$ cat config.mk
export PLATFORM = sky130hd
export DESIGN_NAME = clk_enable_gen
export DESIGN_NICKNAME = d
export VERILOG_FILES = /design/src/rtl/clk_enable_gen.sv
export SDC_FILE = /design/constraint.sdc
export NUM_CORES = 1
export LEC_CHECK = 0
export ABC_AREA = 1
export CORE_MARGIN = 1
export CORE_UTILIZATION = 50
export DETAILED_ROUTE_END_ITERATION = 16
export GPL_ROUTABILITY_DRIVEN = 1
export MAX_ROUTING_LAYER = met4
export PLACE_DENSITY = 0.78
export SLEW_MARGIN = 20
export SYNTH_ARGS = -nofsm -noshare
export SYNTH_HDL_FRONTEND = slang
export SYNTH_SLANG_ARGS = --single-unit
$ cat constraint.sdc
create_clock -name clk -period 6.9 [get_ports clk]
set_input_delay 0.69 -clock clk [delete_from_list [all_inputs] [get_ports clk]]
set_output_delay 0.69 -clock clk [all_outputs]
set_load 0.1 [all_outputs]
$ cat src/rtl/clk_enable_gen.sv
// -----------------------------------------------------------------------------
// clk_enable_gen
//
// Runtime-programmable clock-enable / phase-strobe generator running on the
// fast PLL output clock. It qualifies the (asynchronous) PLL lock signal,
// produces a synchronous system reset for downstream logic, and drives
// CHANNELS independent divided-rate enables (ce) with a matching phase-offset
// strobe (ce_p). All channels restart phase-aligned every time RUN is entered.
//
// Ports
//   clk        in   fast PLL clock, all logic on the rising edge
//   reset      in   asynchronous active-high reset (released through clk)
//   pll_lock   in   raw PLL lock, asynchronous to clk
//   cfg_valid  in   configuration write request
//   cfg_ready  out  configuration write accepted when cfg_valid & cfg_ready
//   cfg_ch     in   target channel (out-of-range channels are accepted, dropped)
//   cfg_div    in   divisor N (0 behaves as 1)
//   cfg_phase  in   strobe offset in clk cycles (clamped to N-1)
//   ce         out  one-cycle enable per channel, period N
//   ce_p       out  one-cycle phase strobe per channel, period N
//   ready      out  high while in RUN
//   sys_reset  out  synchronous active-high downstream reset, = !ready
//   dbg_state  out  current FSM state (HOLD=0, WAIT=1, RUN=2)
//
// Config handshake: a write transfers on a rising edge where cfg_valid and
// cfg_ready are both high. cfg_ready is low in HOLD and while the addressed
// channel still holds an unapplied update; the master keeps cfg_valid and the
// payload stable until the transfer happens. cfg_ready may depend
// combinationally on cfg_ch.
// -----------------------------------------------------------------------------
module clk_enable_gen #(
  parameter int CHANNELS      = 3,
  parameter int DIV_W         = 8,
  parameter int LOCK_CYCLES   = 1024,
  parameter int DEFAULT_DIV   = 4,
  parameter int DEFAULT_PHASE = 1,
  localparam int CH_W         = (CHANNELS > 1) ? $clog2(CHANNELS) : 1
) (
  input  logic                clk,
  input  logic                reset,
  input  logic                pll_lock,
  input  logic                cfg_valid,
  output logic                cfg_ready,
  input  logic [CH_W-1:0]     cfg_ch,
  input  logic [DIV_W-1:0]    cfg_div,
  input  logic [DIV_W-1:0]    cfg_phase,
  output logic [CHANNELS-1:0] ce,
  output logic [CHANNELS-1:0] ce_p,
  output logic                ready,
  output logic                sys_reset,
  output logic [1:0]          dbg_state
);

  localparam int LCW = $clog2(LOCK_CYCLES);

  // Reset-time channel configuration, with the same normalisation a write gets.
  localparam logic [DIV_W-1:0] DEF_DIV =
    (DEFAULT_DIV == 0) ? DIV_W'(1) : DIV_W'(DEFAULT_DIV);
  localparam logic [DIV_W-1:0] DEF_PHASE =
    (DEFAULT_PHASE >= int'(DEF_DIV)) ? (DEF_DIV - DIV_W'(1)) : DIV_W'(DEFAULT_PHASE);

  typedef enum logic [1:0] {
    ST_HOLD = 2'd0,
    ST_WAIT = 2'd1,
    ST_RUN  = 2'd2
  } state_t;

  function automatic logic [DIV_W-1:0] eff_div(input logic [DIV_W-1:0] d);
    return (d == '0) ? DIV_W'(1) : d;
  endfunction

  function automatic logic [DIV_W-1:0] clamp_phase(input logic [DIV_W-1:0] p,
                                                   input logic [DIV_W-1:0] d);
    return (p >= d) ? (d - DIV_W'(1)) : p;
  endfunction

  // ---------------------------------------------------------------------------
  // Reset release stage: assertion is immediate, release waits for one clk
  // edge so the rest of the block leaves reset cleanly on a clock boundary.
  // ---------------------------------------------------------------------------
  logic rst_q;

  always_ff @(posedge clk or posedge reset) begin
    if (reset) rst_q <= 1'b1;
    else       rst_q <= 1'b0;
  end

  // ---------------------------------------------------------------------------
  // Two-flop synchroniser for the raw PLL lock. Only lock_s_q is used below.
  // ---------------------------------------------------------------------------
  logic lock_meta_q;
  logic lock_s_q;

  always_ff @(posedge clk or posedge rst_q) begin
    if (rst_q) begin
      lock_meta_q <= 1'b0;
      lock_s_q    <= 1'b0;
    end else begin
      lock_meta_q <= pll_lock;
      lock_s_q    <= lock_meta_q;
    end
  end

  // ---------------------------------------------------------------------------
  // Lock qualification FSM with registered ready / sys_reset.
  // RUN is entered on the LOCK_CYCLES-th consecutive edge that sees lock_s=1.
  // ---------------------------------------------------------------------------
  state_t         state_q;
  logic [LCW-1:0] lock_cnt_q;
  logic           ready_q;
  logic           sys_reset_q;

  always_ff @(posedge clk or posedge rst_q) begin
    if (rst_q) begin
      state_q     <= ST_HOLD;
      lock_cnt_q  <= '0;
      ready_q     <= 1'b0;
      sys_reset_q <= 1'b1;
    end else begin
      case (state_q)
        ST_HOLD: begin
          state_q    <= ST_WAIT;
          lock_cnt_q <= '0;
        end
        ST_WAIT: begin
          if (lock_s_q) begin
            if (lock_cnt_q == LCW'(LOCK_CYCLES - 1)) begin
              state_q     <= ST_RUN;
              ready_q     <= 1'b1;
              sys_reset_q <= 1'b0;
              lock_cnt_q  <= '0;
            end else begin
              lock_cnt_q <= lock_cnt_q + LCW'(1);
            end
          end else begin
            // Any dropout restarts qualification from zero.
            lock_cnt_q <= '0;
          end
        end
        ST_RUN: begin
          if (!lock_s_q) begin
            state_q     <= ST_WAIT;
            ready_q     <= 1'b0;
            sys_reset_q <= 1'b1;
            lock_cnt_q  <= '0;
          end
        end
        default: begin
          state_q     <= ST_HOLD;
          ready_q     <= 1'b0;
          sys_reset_q <= 1'b1;
          lock_cnt_q  <= '0;
        end
      endcase
    end
  end

  assign ready     = ready_q;
  assign sys_reset = sys_reset_q;
  assign dbg_state = state_q;

  // ---------------------------------------------------------------------------
  // Configuration handshake
  // ---------------------------------------------------------------------------
  logic [CHANNELS-1:0]    pend_q;
  logic [(1<<CH_W)-1:0]   pend_pad;
  logic                   ch_ok;
  logic                   cfg_accept;

  // Zero-padded view so any cfg_ch value indexes safely; out-of-range
  // channels read as "not pending" and are therefore always ready.
  always_comb begin
    pend_pad                = '0;
    pend_pad[CHANNELS-1:0]  = pend_q;
  end

  assign ch_ok      = (32'(cfg_ch) < 32'(CHANNELS));
  assign cfg_ready  = (state_q != ST_HOLD) && !pend_pad[cfg_ch];
  assign cfg_accept = cfg_valid && cfg_ready && ch_ok;

  // ---------------------------------------------------------------------------
  // Channel counters and configuration registers
  // ---------------------------------------------------------------------------
  logic [DIV_W-1:0] div_q    [CHANNELS];
  logic [DIV_W-1:0] phase_q  [CHANNELS];
  logic [DIV_W-1:0] cnt_q    [CHANNELS];
  logic [DIV_W-1:0] pdiv_q   [CHANNELS];
  logic [DIV_W-1:0] pphase_q [CHANNELS];

  logic                run;
  logic                stay_run;
  logic [CHANNELS-1:0] wrap;
  logic [CHANNELS-1:0] apply;
  logic [CHANNELS-1:0] wr_sel;

  assign run      = (state_q == ST_RUN);
  // Counters only advance on edges where RUN continues; entering or leaving
  // RUN leaves every counter at zero, which gives the phase alignment.
  assign stay_run = run && lock_s_q;

  always_comb begin
    wrap   = '0;
    apply  = '0;
    wr_sel = '0;
    for (int i = 0; i < CHANNELS; i++) begin
      wrap[i]   = (cnt_q[i] == (div_q[i] - DIV_W'(1)));
      // In RUN an update waits for the end of the current period so no
      // shortened period is ever produced; otherwise it lands at once.
      apply[i]  = pend_q[i] && (!run || wrap[i]);
      wr_sel[i] = cfg_accept && (cfg_ch == CH_W'(i));
    end
  end

  always_ff @(posedge clk or posedge rst_q) begin
    if (rst_q) begin
      for (int i = 0; i < CHANNELS; i++) begin
        div_q[i]    <= DEF_DIV;
        phase_q[i]  <= DEF_PHASE;
        cnt_q[i]    <= '0;
        pdiv_q[i]   <= DEF_DIV;
        pphase_q[i] <= DEF_PHASE;
      end
      pend_q <= '0;
    end else begin
      for (int i = 0; i < CHANNELS; i++) begin
        if (apply[i]) begin
          div_q[i]   <= pdiv_q[i];
          phase_q[i] <= pphase_q[i];
        end

        // A write needs pend=0 and an apply needs pend=1, so they never
        // collide on the same channel in the same cycle.
        if (wr_sel[i]) begin
          pdiv_q[i]   <= eff_div(cfg_div);
          pphase_q[i] <= clamp_phase(cfg_phase, eff_div(cfg_div));
          pend_q[i]   <= 1'b1;
        end else if (apply[i]) begin
          pend_q[i] <= 1'b0;
        end

        if (stay_run && !wrap[i]) cnt_q[i] <= cnt_q[i] + DIV_W'(1);
        else                      cnt_q[i] <= '0;
      end
    end
  end

  // ---------------------------------------------------------------------------
  // Outputs: decoded straight from registered counters, so they are clean
  // one-cycle pulses with no wrap glitches.
  // ---------------------------------------------------------------------------
  always_comb begin
    ce   = '0;
    ce_p = '0;
    for (int i = 0; i < CHANNELS; i++) begin
      ce[i]   = run && (cnt_q[i] == '0);
      ce_p[i] = run && (cnt_q[i] == phase_q[i]);
    end
  end

endmodule

[Word level (Yosys, flattened, before mapping)]
Cells that the tools add are included.
W data, S select, Z words.
Storage, ports and cells
  logic and storage cells: 119
  bits of input ports: 22
  register bits after elaboration: 140
  memories kept: 0
  memory bits (read-only): 0
  output and inout bits: 11
  bits in latches: 0
  memory bits (writable): 0
Cells by class
  mux-type cells: 29
  shifts and indexed selects: 0
  $add $sub $neg: 8
  div/mod/pow operators: 0
  $mul: 0
  eq/ne operators: 14
  bitwise logic cells: 1
  $lt $le $gt $ge: 3
  reduce and logical (&&, ||, !) cells: 39
Operators by type and width (count)
  $eq A8 B8 Y1: 6
  $mux W8: 5
  $logic_not A8 Y1: 4
  $sub A8 B1 Y8 const B: 4
  $mux W10: 3
  $add A8 B1 Y8 const B: 3
  $pmux W10 S2: 1
  $logic_and A1 B1 Y1: 19
  $mux W1: 13
  $add A10 B1 Y10 const B: 1
  $eq A10 B10 Y1 const B: 1
  $ge A8 B8 Y1: 1
  $reduce_bool A2 Y1: 4
  $mux W2: 3
  $ne A2 B2 Y1 const B: 3
  $pmux W1 S3: 2
  $pmux W2 S3: 1
  $logic_not A1 Y1: 5
  $eq A2 B1 Y1 const B: 2
  $eq A2 B2 Y1 const B: 2
  $logic_not A2 Y1: 2
  $reduce_and A4 Y1: 1
  $logic_or A1 B1 Y1: 3
  $lt A2 B3 Y1 const B: 1
  other kinds (4): 4

[Logic depth before layout (Yosys ltp)]
Gate-level depths: netlist (run 1).
  word-level depth: 8
  gate-level depth with buffers: 16
  mapped depth without buffers: 15

[Worst setup path after synthesis (run 1)]
No wires, ideal clock.
  path kind: flip-flop to output port
  start: reg state_q[1] (netlist: dbg_state[1])
  end: out ce[2]
  required time: 6.210 ns
  stages on the path, launching flop included: 5
  path buffers: 0
  arrival time: 3.611 ns
  slack: 2.599 ns
  cells stage by stage: dfrtp_1 inv_1 nor2_4 inv_1 nor3_1
Between the ends
  longest elaborated chain between the ends: 2
Ends and longest elaborated chain
  from (decl): line 108  | state_t state_q;
  from (signal assigned): line 115  | state_q <= ST_HOLD;
  from (signal assigned): line 122  | state_q <= ST_WAIT;
  from (signal assigned): line 128  | state_q <= ST_RUN;
  $eq A2 B2 Y1: line 196  | assign run = (state_q == ST_RUN);
  $logic_and A1 B1 Y1: line 255  | ce[i] = run && (cnt_q[i] == '0);
  to (decl): line 47  | output logic [CHANNELS-1:0] ce,
Every way passes these cells.

[Worst setup path after layout (run 1)]
  start: reg state_q[1] (netlist: dbg_state[1])
  end: out ce_p[0]
Between the ends
  longest elaborated chain between the ends: 2
Ends and longest elaborated chain
  $eq A2 B2 Y1: line 196
  $logic_and A1 B1 Y1: line 256  | ce_p[i] = run && (cnt_q[i] == phase_q[i]);
  to (decl): line 48  | output logic [CHANNELS-1:0] ce_p,
Every way passes these cells.

==> summary.txt, run 1 <==
Outcome
  – Status: finished, final reports clean

STA
  – Max_slew headroom: 31.85%
  – Tmin final: 3.834 ns
  – Slew Limit Fails: 0
  – Clock Skews: 0.007180 ns
  – RSZ-0062 raised after global routing: no
  – Endpoints failing setup: 0
  – Fin crit share: 55.57%
  – Slew @ Worst Pin: 1.019 ns
  – Hold Vio Cnt, Final: 0
  – Max Freq: 0.2608 GHz
  – Setup Total Neg Slack: 0 ns

Critical path
  – Worst Reg-to-Reg Cells: 13
  – Setup crit end kind: output port
  – Crit Path Category: register to output port
  – CP cell instances: inv_1 -> nor2_4 -> inv_1 -> a21oi_1 -> nand4_1 -> nor2_1 -> clkdlybuf4s50_1
  – Startpoint Class: register
  – Crit-path max cell delay: 1.14 ns
  – Reg2reg setup slack: 4.66 ns
  – Critical Path Fanout Max: 9
  – Cell family with most CP delay: buffers and inverters
  – R2R Path End: div_q[12]
  – Buf+Inv Stages, Crit Path: 3
  – R2R Path Start: div_q[8]
  – Critical Path RT: 6.21 ns
  – Most common cell type on the critical path: inv_1
  – Arrival @ worst endpoint: 3.14 ns
  – Slowest stage cell, crit path: clkdlybuf4s50_1

Route
  – Final WL: 17.11 mm
  – Via density: 5.296
  – Metal1 wirelength: 7.722 mm
  – Wire length on met2: 8.142 mm
  – Pre-antenna DRT Iters: 6
  – DRC viols: 0
  – Metal3 WL: 831 um
  – Via count: 6276
  – Max layer used: met4
  – 1st-iter DRT viols: 506
  – WL/cell: 14.43 um
  – Antenna Nets Post-Route: 0

Final layout
  – FF+latch area: 3521 um^2
  – Fill cell count: 1324
  – Footprint of the multi-input gates: 3398 um^2
  – Most common cell after layout, fill and taps aside: nand2_1
  – Area delta synth->final: 13.78%
  – Nets: 1029
  – Number of diodes: 0
  – Non-Filler Instances: 1185
  – Commonest cells after routing, fill and taps aside: nand2_1 (299), dfrtp_1 (126), nand3_1 (115)
  – Share of layout cells above drive strength 1: 6.893%

Place
  – Routability cong.: 0.9078
  – Placed insts: 1153
  – Port buffer count: 32
  – Detailed Place HPWL: 12.02 mm

GRT
  – GRT Overall Usage: 25.05%
  – Antenna violations before repair: 0
  – Vias in the first global route: 5957
  – Largest net degree at the start of global routing: 71
  – First-pass GRT wire length: 28.43 mm
  – Gr ovfl total: 0

Floorplan
  – Core Box Area: 14530 um^2
  – I/O Pins: 33
  – Die width: 124.1 um
  – DIE HEIGHT: 124.1 um
  – Starting density of the core: 51.29%
  – Die ar.: 15400 um^2
  – Row cnt: 44

Clock network
  – Worst-skew pair later-pin latency: 0.43 ns
  – CTS resizes: 0
  – CTS tree: yes
  – Post-CTS Setup Repair Bufs: 0
  – Clock Tree Buf Depth: 2
  – Clock slew at reported path FFs: 0.06 ns
  – Root buffer cell: clkbuf_16
  – Inserted Clock Buffers: 17
  – H-tree Lvls: 4
  – Hold Buf Count CTS: 0
  – Clock sink total: 140

Yosys
  – Post-synthesis sequential area ratio: 47.23%
  – Synth Instances: 960
  – Synthesized net count: 1001
  – Syn_area_per_cell: 7.765 um^2
  – Yosys Warn Count: 0
  – Post-Syn Area: 7455 um^2
  – Synth unique cells: 37
  – Flops & latches, synth: 140

Power and ir drop
  – Pwr Density: 287.5 nW/um^2
  – Leak Pwr: 4.266 nW
  – Worst VDD drop: 182.9 uV

Run
  – # Max-Cap Violations: 0

Hold path
  – Worst Hold Class: register to asynchronous set/reset pin
[synthesized netlist by cell type]
cell type / count / share of area [%]
nand2_1: 299 / 15
dfrtp_1: 126 / 42
nand3_1: 115 / 7.7
inv_1: 102 / 5.1
nor2_1: 87 / 4.4
o21ai_0: 28 / 1.9
xor2_1: 22 / 2.6
nor3_1: 21 / 1.4
ha_1: 19 / 3.2
o21ai_1: 19 / 1.3
xnor2_1: 19 / 2.2
dfstp_2: 14 / 4.9
nand4_1: 14 / 1.2
buf_2: 11 / 0.74
clkbuf_1: 6 / 0.30
nand2_2: 6 / 0.50
o22ai_1: 6 / 0.50
a21oi_1: 5 / 0.34
nand2_4: 5 / 0.76
a221oi_1: 4 / 0.47
inv_2: 4 / 0.20
a31oi_1: 3 / 0.25
buf_4: 3 / 0.30
clkbuf_2: 3 / 0.20
nor2_2: 3 / 0.25
a211oi_1: 2 / 0.20
buf_6: 2 / 0.30
nand3b_1: 2 / 0.20
nand4_2: 2 / 0.34
a211oi_2: 1 / 0.17
conb_1: 1 / 0.050
nor2_4: 1 / 0.15
nor3_2: 1 / 0.13
nor3b_1: 1 / 0.10
o31ai_1: 1 / 0.10
or2_1: 1 / 0.084
or2_2: 1 / 0.084
[registers in the layout, indices dropped and copies added (netlist names)]
register,cells
cnt_q,24
pend_q,3
ready,1
pdiv_q,24
sys_reset,1
lock_cnt_q,10
phase_q,24
lock_s_q,1
lock_meta_q,1
dbg_state,2
rst_q,1
pphase_q,24
div_q,24
[metrics by stage]
| step | power [mW] | hold WS, ns | instance area (um^2) | util, % | setup WS, ns |
|---|---|---|---|---|---|
| finish | 2.439 | 0.3433 | 8482 | 58.36 | 3.066 |
| global route | 2.574 | 0.3790 | 8482 | 58.36 | 2.986 |
| CTS | 2.443 | 0.3508 | 8482 | 58.36 | 3.116 |
| detailed placement | 1.521 | 0.3379 | 7888 | 54.27 | 3.317 |
| global placement | 1.503 | 0.3322 | 7888 | 54.27 | 3.348 |
| floorplan | 1.411 | 0.3312 | 7455 | - | 2.599 |
[worst max-delay path by stage]
stage | startpoint | end | slack, ns | depth (start not counted)
after detailed placement | cfg_ch[1] | cfg_ready | 3.32 | 7
after CTS | dbg_state[1] | ce_p[0] | 3.12 | 7
after floorplan | dbg_state[1] | ce[2] | 2.60 | 4
after global placement | cfg_ch[1] | cfg_ready | 3.35 | 7
final | dbg_state[1] | ce_p[0] | 3.07 | 7
after global routing | dbg_state[1] | ce_p[0] | 2.99 | 7
[cell families (layout without fill, tap and decap cells)]
group	after synthesis	in the layout	share of synthesized area (%)
buffers and inverters	131	172	7.183
XOR/XNOR	41	41	4.817
adder cells (fa/ha/maj)	19	19	3.189
AND/OR/NAND/NOR	559	559	32.34
other	1	1	0.05030
AO/OA/AOI/OAI	69	69	5.186
flip-flops	140	140	47.23
[final cells by class]
type	instances	area share (%)
sequential	140	41.51
multi-input combinational	689	40.06
clock buffer	26	6.004
inverter	106	4.750
timing repair buffer	34	3.953
tap	184	2.714
clock inverter	6	1.003
[power breakdown]
| group | switching [mW] | internal (mW) | leakage [nW] |
|---|---|---|---|
| clock network | 0.345 | 0.579 | 0.287 |
| registers | 0.108 | 0.962 | 1.78 |
| logic | 0.263 | 0.182 | 2.20 |
[layer usage]
layer,track usage (%),vias up
li1,-,3129
met1,31.41,2948
met2,39.50,168
met3,6.136,31
met4,8.854,0
met5,-,-
(Power assumes the default switching activity.)
==> inputs of run 2 (changes only) <==
==> constraint.sdc (replaced) <==
create_clock -name clk -period 4 [get_ports clk]
set_input_delay 0.4 -clock clk [delete_from_list [all_inputs] [get_ports clk]]
set_output_delay 0.4 -clock clk [all_outputs]
set_load 0.1 [all_outputs]
==> summary.txt, run 2 (same netlist as run 1, synthesis figures left out) <==
Clock network
  – Inserted Clock Buffers: 17 (unchanged)
  – Clock Tree Buf Depth: 2 (unchanged)
  – Hold Buf Count CTS: 0 (unchanged)
  – Root buffer cell: clkbuf_16 (unchanged)
  – CTS tree: yes (unchanged)
  – Worst-skew pair later-pin latency: 0.43 ns (about the same)
  – CTS resizes: 0 (unchanged)
  – Post-CTS Setup Repair Bufs: 0 (unchanged)
  – Clock sink total: 140 (unchanged)
  – H-tree Lvls: 4 (unchanged)
  – Clock slew at reported path FFs: 0.06 ns (about the same)

Place
  – Detailed Place HPWL: 12.14 mm (was 12.02 mm)
  – Port buffer count: 32 (unchanged)
  – Routability cong.: 0.9174 (was 0.9078)

STA
  – Setup Total Neg Slack: 0 ns (unchanged)
  – Max Freq: 0.3222 GHz
  – Tmin final: 3.103 ns
  – Max_slew headroom: 35.51% (was 31.85%)
  – RSZ-0062 raised after global routing: no (unchanged)
  – Hold Vio Cnt, Final: 0 (unchanged)
  – Slew Limit Fails: 0 (unchanged)
  – Slew @ Worst Pin: 0.9644 ns (was 1.019 ns)
  – Endpoints failing setup: 0 (unchanged)
  – Clock Skews: 0.009506 ns (was 0.007180 ns)
  – Fin crit share: 77.59%

Critical path
  – Setup crit end kind: output port (unchanged)
  – Critical Path RT: 3.60 ns (was 6.21 ns)
  – Startpoint Class: register (unchanged)
  – Crit Path Category: register to output port (unchanged)
  – Arrival @ worst endpoint: 2.70 ns (was 3.14 ns)
  – Critical Path Source: dbg_state[1] (unchanged)
  – Critical Path Fanout Max: 9 (unchanged)
  – R2R Path Start: pend_q[2] (was div_q[8])

Final layout
  – Commonest cells after routing, fill and taps aside: nand2_1 (299), dfrtp_1 (126), nand3_1 (115) (unchanged)
  – Nets: 1030 (was 1029)
  – Final Util: 58.53% (was 58.36%)
  – Number of diodes: 0 (unchanged)
  – Area delta synth->final: 14.12% (was 13.78%)
  – Share of layout cells above drive strength 1: 7.884% (was 6.893%)
  – Fill cell count: 1303 (was 1324)
  – FF+latch area: 3521 um^2 (unchanged)
  – Footprint of the multi-input gates: 3403 um^2 (was 3398 um^2)
  – Most common cell after layout, fill and taps aside: nand2_1 (unchanged)

Power and ir drop
  – Worst VDD drop: 297.5 uV (was 182.9 uV)
  – Pwr Density: 505.5 nW/um^2 (was 287.5 nW/um^2)
  – Leak Pwr: 4.281 nW (was 4.266 nW)

Floorplan
  – Row cnt: 44 (unchanged)
  – I/O Pins: 33 (unchanged)
  – Core Box Area: 14530 um^2 (unchanged)
  – Starting density of the core: 51.29% (unchanged)
  – Die ar.: 15400 um^2 (unchanged)
  – Die width: 124.1 um (unchanged)
  – DIE HEIGHT: 124.1 um (unchanged)

Route
  – Via density: 5.242 (was 5.296)
  – 1st-iter DRT viols: 488 (was 506)
  – Pre-antenna DRT Iters: 5 (was 6)
  – Final WL: 16.81 mm (was 17.11 mm)
  – WL/cell: 14.17 um (was 14.43 um)
  – Antenna Nets Post-Route: 0 (unchanged)
  – Via count: 6217 (was 6276)
  – DRC viols: 0 (unchanged)

GRT
  – GRT Overall Usage: 24.74% (was 25.05%)
  – Vias in the first global route: 5767 (was 5957)
  – Gr ovfl total: 0 (unchanged)
  – First-pass GRT wire length: 28.15 mm (was 28.43 mm)
  – Antenna violations before repair: 0 (unchanged)
  – Largest net degree at the start of global routing: 58 (was 71)

Outcome
  – Status: finished, final reports clean (unchanged)

Run
  – # Max-Cap Violations: 0 (unchanged)

Hold path
  – Worst Hold Class: input port to asynchronous set/reset pin (was register to asynchronous set/reset pin)
## run 2: cell count changes in the layout (fill, tap and decap cells not counted), sizes merged
cell           delta
clkdlybuf4s50     -6
clkinvlp          +3
bufinv            +2
inv               +2
clkbuf            -7
buf               +7
## run 2: metrics by stage
stage / total power [mW] / hold slack [ns] / cells / instance area, um^2 / setup WS, ns
global route: 4.542 / 0.2769 / 1186 / 8507 / 0.8138
finish: 4.300 / 0.2740 / 1186 / 8507 / 0.8966
global placement: 2.616 / 0.3344 / 1154 / 7884 / 1.235
detailed placement: 2.643 / 0.3404 / 1154 / 7884 / 1.143
floorplan: 2.435 / 0.2897 / 960 / 7463 / 0.05481
CTS: 4.318 / 0.2677 / 1186 / 8507 / 0.8657
## run 2: power by group
group	internal [mW]	switching [mW]	leakage (nW)
Clock	1.05	0.623	0.291
Combinational	0.315	0.456	2.21
Sequential	1.66	0.199	1.78
## run 2: worst paths after layout
kind | to | slack, ns | depth (start not counted)
min in group clk | lock_s_q | 0.35 | 0
hold / removal | rst_q | 0.27 | 2
hold reg to reg | lock_s_q | 0.35 | 0
setup reg to reg | pdiv_q[23] | 1.71 | 5
setup / recovery | ce[0] | 0.90 | 5
max in group asynchronous | cnt_q[13] | 2.49 | 2
## run 2: critical path: stages (launching register included)
cell             delay [ns]
dfrtp_1                0.42
inv_1                  0.10
nor2_4                 0.31
nand4_1                0.15
nor3_1                 0.15
clkdlybuf4s50_1        1.15
## run 2: cell type report
cell class | instances | area share, %
timing repair buffer | 35 | 3.854
clock buffer | 19 | 5.089
inverter | 106 | 4.721
multi-input combinational | 689 | 40.01
sequential | 140 | 41.39
tap | 184 | 2.706
clock inverter | 13 | 2.236
## run 2: routing by layer
metal / up-vias / global-route usage [%] / share of wire (%)
met5: - / - / 0
met4: 0 / 9.077 / 1.8
met3: 27 / 4.716 / 5.0
met2: 166 / 36.81 / 46
met1: 2899 / 33.66 / 47
li1: 3125 / - / -
